File: config.mk
export PLATFORM = sky130hd
export DESIGN_NAME = mem_arbiter_flat
export DESIGN_NICKNAME = d
export VERILOG_FILES = /design/src/rtl/mem_arbiter_pkg.sv /design/src/rtl/mem_arbiter_if.sv /design/src/rtl/mem_byte_assembler.sv /design/src/rtl/mem_arbiter.sv /design/src/flat_wrapper.sv
export SDC_FILE = /design/constraint.sdc
export NUM_CORES = 1
export LEC_CHECK = 0
export ABC_CLOCK_PERIOD_IN_PS = 9900
export BUFFER_PORTS_ARGS = -buffer_cell sky130_fd_sc_hd__buf_4
export CAP_MARGIN = 0
export CORE_MARGIN = 1.5
export CORE_UTILIZATION = 58
export DETAILED_ROUTE_END_ITERATION = 7
export HOLD_SLACK_MARGIN = 0.06
export PLACE_DENSITY = 0.85
export SLEW_MARGIN = 40
export SYNTH_ARGS = -nofsm -noshare
export SYNTH_HDL_FRONTEND = slang
export SYNTH_SLANG_ARGS = --single-unit
File: constraint.sdc
create_clock -name clk -period 9.9 [get_ports clk]
set_input_delay 0.495 -clock clk [delete_from_list [all_inputs] [get_ports clk]]
set_output_delay 0.495 -clock clk [all_outputs]
set_load 0.1 [all_outputs]
File: src/rtl/mem_arbiter_pkg.sv
// Shared constants and types for the memory arbiter: states, access-size codes
// and the IO window mask.
package mem_arbiter_pkg;

  localparam logic        TRUE       = 1'b1;
  localparam logic        FALSE      = 1'b0;
  localparam int unsigned DATA_WIDTH = 32;

  typedef enum logic [1:0] {
    StIdle,
    StRead,
    StWrite
  } state_e;

  localparam logic [5:0] SIZE_BYTE = 6'd1;
  localparam logic [5:0] SIZE_HALF = 6'd2;
  localparam logic [5:0] SIZE_WORD = 6'd4;

  // Writes whose address has both of these bits set land in the UART window.
  localparam logic [31:0] IO_BASE_MASK = 32'h0003_0000;

  // Unknown size codes fall back to a full word.
  function automatic logic [2:0] decode_size(input logic [5:0] size);
    case (size)
      SIZE_BYTE: return 3'd1;
      SIZE_HALF: return 3'd2;
      default:   return 3'd4;
    endcase
  endfunction

endpackage

File: src/rtl/mem_arbiter_if.sv
// Bundle of the RAM-side, fetch-side and load/store-side signals of the arbiter.
// slave is the arbiter's view; master is the view of the pipeline and RAM.
interface mem_arbiter_if;
  import mem_arbiter_pkg::*;

  logic [7:0]            mem_din;
  logic [7:0]            mem_dout;
  logic [31:0]           mem_a;
  logic                  mem_wr;
  logic                  io_buffer_full;

  logic                  in_fetch_ce;
  logic [31:0]           in_fetch_addr;
  logic                  out_fetch_done;
  logic [DATA_WIDTH-1:0] out_fetch_data;

  logic                  in_ls_ce;
  logic                  in_ls_wr;
  logic [5:0]            in_ls_size;
  logic                  in_ls_signed;
  logic [31:0]           in_ls_addr;
  logic [DATA_WIDTH-1:0] in_ls_wdata;
  logic                  out_ls_done;
  logic [DATA_WIDTH-1:0] out_ls_data;

  logic                  in_rob_misbranch;

  modport slave (
    input  mem_din, io_buffer_full,
    input  in_fetch_ce, in_fetch_addr,
    input  in_ls_ce, in_ls_wr, in_ls_size, in_ls_signed, in_ls_addr, in_ls_wdata,
    input  in_rob_misbranch,
    output mem_dout, mem_a, mem_wr,
    output out_fetch_done, out_fetch_data,
    output out_ls_done, out_ls_data
  );

  modport master (
    output mem_din, io_buffer_full,
    output in_fetch_ce, in_fetch_addr,
    output in_ls_ce, in_ls_wr, in_ls_size, in_ls_signed, in_ls_addr, in_ls_wdata,
    output in_rob_misbranch,
    input  mem_dout, mem_a, mem_wr,
    input  out_fetch_done, out_fetch_data,
    input  out_ls_done, out_ls_data
  );

endinterface

File: src/rtl/mem_byte_assembler.sv
// Packs the captured low bytes and the final byte into a little-endian word and
// applies sign or zero extension for byte and halfword loads.
module mem_byte_assembler
  import mem_arbiter_pkg::*;
(
  input  logic [23:0]           low_bytes_i,
  input  logic [7:0]            last_byte_i,
  input  logic [2:0]            nbytes_i,
  input  logic                  is_signed_i,
  output logic [DATA_WIDTH-1:0] data_o
);

  logic ext;

  always_comb begin
    ext    = is_signed_i & last_byte_i[7];
    data_o = '0;
    case (nbytes_i)
      3'd1:    data_o = {{24{ext}}, last_byte_i};
      3'd2:    data_o = {{16{ext}}, last_byte_i, low_bytes_i[7:0]};
      default: data_o = {last_byte_i, low_bytes_i};
    endcase
  end

endmodule

File: src/rtl/mem_arbiter.sv
// Byte-serial RAM arbiter between instruction fetch and load/store, loads/stores
// first. Define MEM_ARBITER_IO_STALL_EN to stall UART-window stores on a full FIFO.
module mem_arbiter
  import mem_arbiter_pkg::*;
(
  input  logic         clk,
  input  logic         rst,
  input  logic         rdy,
  mem_arbiter_if.slave bus
);

  state_e                state_q, state_d;
  logic [2:0]            cnt_q, cnt_d;
  logic [31:0]           addr_q, addr_d;
  logic [2:0]            nbytes_q, nbytes_d;
  logic                  signed_q, signed_d;
  logic [DATA_WIDTH-1:0] wdata_q, wdata_d;
  logic                  owner_ls_q, owner_ls_d;
  logic [23:0]           low_bytes_q, low_bytes_d;
  logic [31:0]           mem_a_q, mem_a_d;
  logic [7:0]            mem_dout_q, mem_dout_d;
  logic                  mem_wr_q, mem_wr_d;
  logic                  fetch_done_q, fetch_done_d;
  logic                  ls_done_q, ls_done_d;
  logic [DATA_WIDTH-1:0] fetch_data_q, fetch_data_d;
  logic [DATA_WIDTH-1:0] ls_data_q, ls_data_d;

  logic [DATA_WIDTH-1:0] assembled;
  logic [2:0]            step_idx;
  logic [1:0]            cap_idx;
  logic [2:0]            wr_idx;
  logic [31:0]           wr_addr;
  logic                  stall_en;

`ifdef MEM_ARBITER_IO_STALL_EN
  assign stall_en = bus.io_buffer_full;
`else
  logic unused_io_buffer_full;
  assign unused_io_buffer_full = bus.io_buffer_full;
  assign stall_en = FALSE;
`endif

  function automatic logic io_blocked(input logic en, input logic [31:0] a);
    return en && ((a & IO_BASE_MASK) == IO_BASE_MASK);
  endfunction

  mem_byte_assembler u_assembler (
    .low_bytes_i (low_bytes_q),
    .last_byte_i (bus.mem_din),
    .nbytes_i    (nbytes_q),
    .is_signed_i (signed_q),
    .data_o      (assembled)
  );

  always_comb begin
    state_d      = state_q;
    cnt_d        = cnt_q;
    addr_d       = addr_q;
    nbytes_d     = nbytes_q;
    signed_d     = signed_q;
    wdata_d      = wdata_q;
    owner_ls_d   = owner_ls_q;
    low_bytes_d  = low_bytes_q;
    mem_a_d      = mem_a_q;
    mem_dout_d   = mem_dout_q;
    mem_wr_d     = mem_wr_q;
    fetch_done_d = FALSE;
    ls_done_d    = FALSE;
    fetch_data_d = fetch_data_q;
    ls_data_d    = ls_data_q;
    step_idx     = '0;
    cap_idx      = '0;
    wr_idx       = '0;
    wr_addr      = '0;

    unique case (state_q)
      StIdle: begin
        // A flush drops speculative reads; committed stores are still taken.
        if (bus.in_ls_ce && (bus.in_ls_wr || !bus.in_rob_misbranch)) begin
          addr_d     = bus.in_ls_addr;
          nbytes_d   = decode_size(bus.in_ls_size);
          signed_d   = bus.in_ls_signed;
          wdata_d    = bus.in_ls_wdata;
          owner_ls_d = TRUE;
          cnt_d      = '0;
          mem_a_d    = bus.in_ls_addr;
          if (bus.in_ls_wr) begin
            state_d = StWrite;
            if (io_blocked(stall_en, bus.in_ls_addr)) begin
              mem_wr_d = FALSE;
            end else begin
              mem_wr_d   = TRUE;
              mem_dout_d = bus.in_ls_wdata[7:0];
            end
          end else begin
            state_d = StRead;
          end
        end else if (bus.in_fetch_ce && !bus.in_rob_misbranch) begin
          addr_d     = bus.in_fetch_addr;
          nbytes_d   = 3'd4;
          signed_d   = FALSE;
          owner_ls_d = FALSE;
          cnt_d      = '0;
          mem_a_d    = bus.in_fetch_addr;
          state_d    = StRead;
        end
      end

      StRead: begin
        if (bus.in_rob_misbranch) begin
          state_d = StIdle;
          cnt_d   = '0;
        end else begin
          // RAM answers one cycle after the address, so byte k lands two edges later.
          step_idx = cnt_q + 3'd1;
          cnt_d    = step_idx;
          if (step_idx < nbytes_q) begin
            mem_a_d = addr_q + {29'd0, step_idx};
          end
          if (step_idx >= 3'd2 && step_idx <= nbytes_q) begin
            cap_idx = step_idx[1:0] - 2'd2;
            low_bytes_d[{cap_idx, 3'b000} +: 8] = bus.mem_din;
          end
          if (step_idx == nbytes_q + 3'd1) begin
            state_d = StIdle;
            cnt_d   = '0;
            if (owner_ls_q) begin
              ls_done_d = TRUE;
              ls_data_d = assembled;
            end else begin
              fetch_done_d = TRUE;
              fetch_data_d = assembled;
            end
          end
        end
      end

      StWrite: begin
        // mem_wr_q low here means the byte at cnt_q was held back and is retried.
        wr_idx = mem_wr_q ? cnt_q + 3'd1 : cnt_q;
        if (mem_wr_q && wr_idx == nbytes_q) begin
          state_d   = StIdle;
          mem_wr_d  = FALSE;
          ls_done_d = TRUE;
          cnt_d     = '0;
        end else begin
          wr_addr = addr_q + {29'd0, wr_idx};
          mem_a_d = wr_addr;
          cnt_d   = wr_idx;
          if (io_blocked(stall_en, wr_addr)) begin
            mem_wr_d = FALSE;
          end else begin
            mem_wr_d   = TRUE;
            mem_dout_d = wdata_q[{wr_idx[1:0], 3'b000} +: 8];
          end
        end
      end

      default: state_d = StIdle;
    endcase
  end

  always_ff @(posedge clk) begin
    if (rst) begin
      state_q      <= StIdle;
      cnt_q        <= '0;
      addr_q       <= '0;
      nbytes_q     <= 3'd4;
      signed_q     <= FALSE;
      wdata_q      <= '0;
      owner_ls_q   <= FALSE;
      low_bytes_q  <= '0;
      mem_a_q      <= '0;
      mem_dout_q   <= '0;
      mem_wr_q     <= FALSE;
      fetch_done_q <= FALSE;
      ls_done_q    <= FALSE;
      fetch_data_q <= '0;
      ls_data_q    <= '0;
    end else if (rdy) begin
      state_q      <= state_d;
      cnt_q        <= cnt_d;
      addr_q       <= addr_d;
      nbytes_q     <= nbytes_d;
      signed_q     <= signed_d;
      wdata_q      <= wdata_d;
      owner_ls_q   <= owner_ls_d;
      low_bytes_q  <= low_bytes_d;
      mem_a_q      <= mem_a_d;
      mem_dout_q   <= mem_dout_d;
      mem_wr_q     <= mem_wr_d;
      fetch_done_q <= fetch_done_d;
      ls_done_q    <= ls_done_d;
      fetch_data_q <= fetch_data_d;
      ls_data_q    <= ls_data_d;
    end
  end

  assign bus.mem_a          = mem_a_q;
  assign bus.mem_dout       = mem_dout_q;
  assign bus.mem_wr         = mem_wr_q;
  assign bus.out_fetch_done = fetch_done_q;
  assign bus.out_fetch_data = fetch_data_q;
  assign bus.out_ls_done    = ls_done_q;
  assign bus.out_ls_data    = ls_data_q;

endmodule

File: src/flat_wrapper.sv
// flat-port wrapper written by rule: the top's interface ports become plain ports
module mem_arbiter_flat import mem_arbiter_pkg::*;
  (clk, rst, rdy, bus_mem_din, bus_io_buffer_full, bus_in_fetch_ce, bus_in_fetch_addr, bus_in_ls_ce, bus_in_ls_wr, bus_in_ls_size, bus_in_ls_signed, bus_in_ls_addr, bus_in_ls_wdata, bus_in_rob_misbranch, bus_mem_dout, bus_mem_a, bus_mem_wr, bus_out_fetch_done, bus_out_fetch_data, bus_out_ls_done, bus_out_ls_data);
  mem_arbiter_if bus_i ();
  input  logic clk;
  input  logic rst;
  input  logic rdy;
  input wire logic [$bits(bus_i.mem_din)-1:0] bus_mem_din;
  input wire logic [$bits(bus_i.io_buffer_full)-1:0] bus_io_buffer_full;
  input wire logic [$bits(bus_i.in_fetch_ce)-1:0] bus_in_fetch_ce;
  input wire logic [$bits(bus_i.in_fetch_addr)-1:0] bus_in_fetch_addr;
  input wire logic [$bits(bus_i.in_ls_ce)-1:0] bus_in_ls_ce;
  input wire logic [$bits(bus_i.in_ls_wr)-1:0] bus_in_ls_wr;
  input wire logic [$bits(bus_i.in_ls_size)-1:0] bus_in_ls_size;
  input wire logic [$bits(bus_i.in_ls_signed)-1:0] bus_in_ls_signed;
  input wire logic [$bits(bus_i.in_ls_addr)-1:0] bus_in_ls_addr;
  input wire logic [$bits(bus_i.in_ls_wdata)-1:0] bus_in_ls_wdata;
  input wire logic [$bits(bus_i.in_rob_misbranch)-1:0] bus_in_rob_misbranch;
  output wire logic [$bits(bus_i.mem_dout)-1:0] bus_mem_dout;
  output wire logic [$bits(bus_i.mem_a)-1:0] bus_mem_a;
  output wire logic [$bits(bus_i.mem_wr)-1:0] bus_mem_wr;
  output wire logic [$bits(bus_i.out_fetch_done)-1:0] bus_out_fetch_done;
  output wire logic [$bits(bus_i.out_fetch_data)-1:0] bus_out_fetch_data;
  output wire logic [$bits(bus_i.out_ls_done)-1:0] bus_out_ls_done;
  output wire logic [$bits(bus_i.out_ls_data)-1:0] bus_out_ls_data;
  assign bus_i.mem_din = bus_mem_din;
  assign bus_i.io_buffer_full = bus_io_buffer_full;
  assign bus_i.in_fetch_ce = bus_in_fetch_ce;
  assign bus_i.in_fetch_addr = bus_in_fetch_addr;
  assign bus_i.in_ls_ce = bus_in_ls_ce;
  assign bus_i.in_ls_wr = bus_in_ls_wr;
  assign bus_i.in_ls_size = bus_in_ls_size;
  assign bus_i.in_ls_signed = bus_in_ls_signed;
  assign bus_i.in_ls_addr = bus_in_ls_addr;
  assign bus_i.in_ls_wdata = bus_in_ls_wdata;
  assign bus_i.in_rob_misbranch = bus_in_rob_misbranch;
  assign bus_mem_dout = bus_i.mem_dout;
  assign bus_mem_a = bus_i.mem_a;
  assign bus_mem_wr = bus_i.mem_wr;
  assign bus_out_fetch_done = bus_i.out_fetch_done;
  assign bus_out_fetch_data = bus_i.out_fetch_data;
  assign bus_out_ls_done = bus_i.out_ls_done;
  assign bus_out_ls_data = bus_i.out_ls_data;
  mem_arbiter u_core (.clk(clk), .rst(rst), .rdy(rdy), .bus(bus_i));
endmodule
* Word-level counts from Yosys, hierarchy flattened
Cells that the tools add are included.
** Word-level totals
- Bits in registers :: 205
- Bits of input ports :: 119
- Output and inout bits :: 107
- Word-level logic and storage cells :: 111
** Cells by class
- Add/sub/neg operators :: 6
- Magnitude comparators :: 3
- Equal/unequal tests :: 16
- Shift operators :: 3
- Multiplexer cells :: 45
- Bitwise gates (word level) :: 3
- Reductions and logical operators :: 20
** Operators by type and width (number)
- two-way mux 32 bit :: 5
- case mux 32 bit (3 select lines) :: 1
- adder 32 x 3 -> 32 bit :: 2
- case mux 32 bit (2 select lines) :: 1
- indexed part select 32 x 6 -> 8 bit :: 1
- bitwise mux 24 bit :: 1
- two-way mux 3 bit :: 8
- two-way mux 8 bit :: 3
- variable shift 8 x 7 -> 24 bit, first input constant :: 1
- indexed part select 8 x 7 -> 24 bit :: 1
- case mux 8 bit (2 select lines) :: 1
- AND reduction 5 bit :: 3
- two-way mux 1 bit :: 14
- two-way mux 2 bit :: 6
- AND reduction 4 bit :: 3
- case mux 3 bit (3 select lines) :: 1
- AND reduction 3 bit :: 3
- negation 5 -> 7 bit :: 1
- adder 3 x 1 -> 3 bit, second input constant :: 2
- == test 3 bit :: 2
- == test 6 x 1 -> 1 bit, second input constant :: 1
- == test 6 x 2 -> 1 bit, second input constant :: 1
- != test 2 x 1 -> 1 bit, second input constant :: 3
- != test 2 bit, second input constant :: 3
- 22 further kinds :: 28

* Longest topological paths before layout
- Word-level depth :: 6
- Gate-level depth with buffers :: 15
- Depth with buffers taken out :: 13

* Modules after synthesis
A second synthesis with hierarchy kept.
** Second synthesis, totals
- Cell total of the unflattened synthesis :: 1240
- Area total of the unflattened synthesis :: 10158.5 um^2
** Modules (own cells, without submodules)
- mem_arbiter :: times used 1, cells an instance 1168, area each 9616.7 um^2, seq. area each 4103.9 um^2
- mem_byte_assembler :: times used 1, cells an instance 72, area each 541.8 um^2, seq. area each 0.0 um^2

* Worst setup path before layout
Ideal clock, no wire load.
- Kind :: register to register
- Start :: register u_core.mem_wr_q (netlist: u_core.bus.mem_wr)
- End :: register u_core.mem_a_q[28] (netlist: u_core.bus.mem_a[28])
- Setup time :: 0.134 ns
- Data arrival time :: 3.976 ns
- Data required time :: 9.766 ns
- Slack :: 5.790 ns
- Stages on the path, launching flop included :: 14
- Path buffers :: 1
- Period minus slack after synthesis :: 4.110 ns
- Cells stage by stage :: dfxtp_1 > clkbuf_1 > nor2_1 > a21oi_1 > nand2_1 > o21ai_0 > inv_1 > fa_1 > nor2b_1 > o2111ai_1 > nor3b_1 > mux2_2 > o211ai_1 > a21oi_1
** On the way
- Cells in the longest elaborated chain, start to end :: 5
- Elaborated cells between the ends (all ways) :: 8
- Classes of those cells :: add/sub (1); eq/ne (2); mux (3); reduce/logical (2)
** Ends and longest elaborated chain
- start: declaration :: RTL line mem_arbiter.sv:22 : logic mem_wr_q, mem_wr_d;
- start signal: assignment :: RTL line mem_arbiter.sv:191 : mem_wr_q <= mem_wr_d;
- branches (longest 5 deep; another with adder 32 x 3 -> 32 bit)
- end signal: assignment :: RTL line mem_arbiter.sv:189 : mem_a_q <= mem_a_d;
- end: declaration :: RTL line mem_arbiter.sv:20 : logic [31:0] mem_a_q, mem_a_d;
Several ways; the timed one is not identified. The select of a mux whose other input is x is not followed.
A chain may end at the register's enable or synchronous reset.

* Worst setup path in the final report
- Start :: register u_core.cnt_q[0]
- End :: register u_core.mem_a_q[28] (netlist: u_core.bus.mem_a[28])
** On the way
- Cells in the longest elaborated chain, start to end :: 6
- Elaborated cells between the ends (all ways) :: 14
- Classes of those cells :: add/sub (3); order compare (1); eq/ne (3); mux (5); reduce/logical (2)
** Ends and longest elaborated chain
- start: declaration :: RTL line mem_arbiter.sv:13 : logic [2:0] cnt_q, cnt_d;
- start signal: assignment :: RTL line mem_arbiter.sv:182 : cnt_q <= cnt_d;
- branches (longest 6 deep; another with adder 32 x 3 -> 32 bit)
Several ways; the timed one is not identified. The select of a mux whose other input is x is not followed.

==> metrics.txt <==
first-pass GRT wire length=42400 um; filler cell count=1274; Crit path buffers/inverters=3; syn nets=1353; drt drc=0; Tmin final=4.73 ns; synthesized flop and latch total=205; clk sinks=205; final worst setup slack=5.17 ns; cts repair resizes=0; CTS tree=done; RSZ-0062 raised after global routing=false; CP top delay family=compound AO/OA/AOI/OAI gates; slowest library cell on the worst path=dfxtp_1; max-slew violation count=0; Storage cell area=4100 um^2; core outline area=16500 um^2; CP Data Required Time=10.25 ns; placed insts=1582; CTS Buf Count=22; # hold bufs at CTS=0; crit-path max FO=12; Most used DFF post-synth=dfxtp_1; period utilisation layout=0.478; antenna cells=0; initial antenna violation count=0; maximum VDD drop=0.000133 V; vias in the first global route=8785; cell area after synthesis=9690 um^2; top cells by area, synth=dfxtp_1, nand2_1, a21oi_1; drt total wl=26100 um; Post-synth EDFFs=0; # setup viols final=0; Vias per Instance=5.75; YS warnings=0; dominant cell by count in the synthesized netlist=nand2_1; Synth async-reset ratio=0; slowest stage delay, CP=0.67 ns; final-stage net count=1524; WL per Instance=16.1 um; DRT antenna net count=0; Slew @ Worst Pin=0.783 ns; Critical Path Start Type=flip-flop; Synth cell types=56; Leak=4.74 nW; I/O pins=226; CP cell instances=inv_1 > ha_1 > a21oi_1 > nand2_1 > o21ai_0 > inv_1 > fa_1 > nor2b_1 > o2111ai_1 > buf_4 > nor3b_1 > mux2_2 > o211ai_1 > a21oi_1; CP Class=flip-flop to flip-flop; Pwr per Cell Area=168 nW/um^2; initial core utilization=0.589; final hold violation count=0; number of setup buffers added after CTS=0; Gate Count Post-Synth=1215; Die Area=17500 um^2; clk_skew=0.0172 ns; Fmax achieved=0.211 GHz; Die H=132 um; worst min path class=input port to flip-flop; gr ovfl total=0; 1st-iter DRT viols=613; DP Worst Slack=5.27 ns; clock-pin slew on the worst setup and hold paths=0.06 ns; data arrival time of the critical path=5.08 ns; Global Route Usage Sum=0.289; WHS=0.237 ns; P&R area growth vs syn=25.5%; Slew headroom=0.477; Syn Area/Cell=7.98 um^2; drt first pass iters=5; Die Span X=132 um; vias=9301; final non-filler cell total=1618; GPL Wtd Cong=0.832; Clock Tree Buf Depth=3; pin count of the biggest net entering global routing=104; Synth area leader=dfxtp_1; Clock Latency Late Sink=0.50 ns; commonest cells in the netlist=nand2_1, dfxtp_1, a21oi_1; DP HPWL=17900 um; Seq/Total Area, Yosys=0.423; status=completed; share of cells above drive strength 1=0.223; H-tree Lvls=1; crit end category=flip-flop; TNS Setup=0 ns; post-synth top area share=0.423; Port Buf Inserts=224; Root Driver=clkbuf_16; max-cap viol count=0; FP Rows=47; Multi-input gate area=5200 um^2
==> flip-flops by register name, indices dropped and copies added (netlist names) <==
register,flops
u_core.addr_q,32
u_core.bus.mem_a,32
u_core.bus.out_fetch_data,32
u_core.bus.out_ls_data,32
u_core.wdata_q,32
u_core.low_bytes_q,24
u_core.bus.mem_dout,8
u_core.cnt_q,3
u_core.nbytes_q,3
u_core.state_q,2
u_core.bus.mem_wr,1
u_core.bus.out_fetch_done,1
u_core.bus.out_ls_done,1
u_core.owner_ls_q,1
u_core.signed_q,1
==> worst min-delay path, cell delays in order <==
cell and delay [ns]:
buf_4 0.11, nand2_1 0.04, a21oi_1 0.05
==> cell usage in the layout (no fill, tap or decap), drive strengths merged, types with 18 or more instances in the layout <==
master	netlist	routed
nand2	262	262
buf	7	238
dfxtp	205	205
a21oi	124	124
nor2	98	98
a211oi	70	70
o21ai	47	47
mux2i	45	45
clkbuf	84	34
or2	25	25
nand4	24	24
nand3	22	22
xor2	20	20
inv	19	19
ha	18	18
==> power by group <==
group,internal [mW],switching [mW]
Clock,0.492,0.321
Combinational,0.111,0.236
Sequential,0.860,0.0284
==> logic make-up after synthesis <==
family / synth area share
simple gates: 0.221
compound gates: 0.198
flops: 0.423
buf+inv: 0.0453
mux: 0.0534
xor+xnor: 0.0339
fa+ha+maj: 0.0253
==> routing by layer <==
layer	track usage	routed length [um]	vias to the layer above
li1	-	-	4570
met2	0.496	12600	354
met1	0.369	10900	4320
met3	0.0507	1870	57
met4	0.0958	670	0
met5	0	0	-
==> through the flow <==
| step | instance area, um^2 | power [mW] | util |
|---|---|---|---|
| final | 12200 | 2.05 | 0.739 |
| after global routing | 12200 | 2.11 | 0.739 |
| after CTS | 12200 | 2.05 | 0.739 |
| after detailed placement | 11500 | 1.25 | 0.696 |
| after global placement | 11400 | 1.24 | 0.692 |
| after floorplan | 9690 | 1.14 | - |
==> final timing paths <==
check | from | endpoint | slack, ns | depth (start not counted)
setup reg to reg | u_core.cnt_q[0] | u_core.bus.mem_a[28] | 5.17 | 14
setup / recovery | u_core.cnt_q[0] | u_core.bus.mem_a[28] | 5.17 | 14
hold / removal | bus_in_ls_signed | u_core.signed_q | 0.24 | 3
hold reg to reg | u_core.low_bytes_q[0] | u_core.low_bytes_q[0] | 0.45 | 2
==> area by class of cell <==
cell class                      count  area share
Multi-Input combinational cell    900       0.428
Sequential cell                   205       0.337
Timing Repair Buffer              238       0.148
Clock buffer                       34      0.0556
Tap cell                          220      0.0226
Inverter                           19     0.00586
Clock inverter                      2     0.00288
Note: power is estimated with default switching activity, not from simulation.
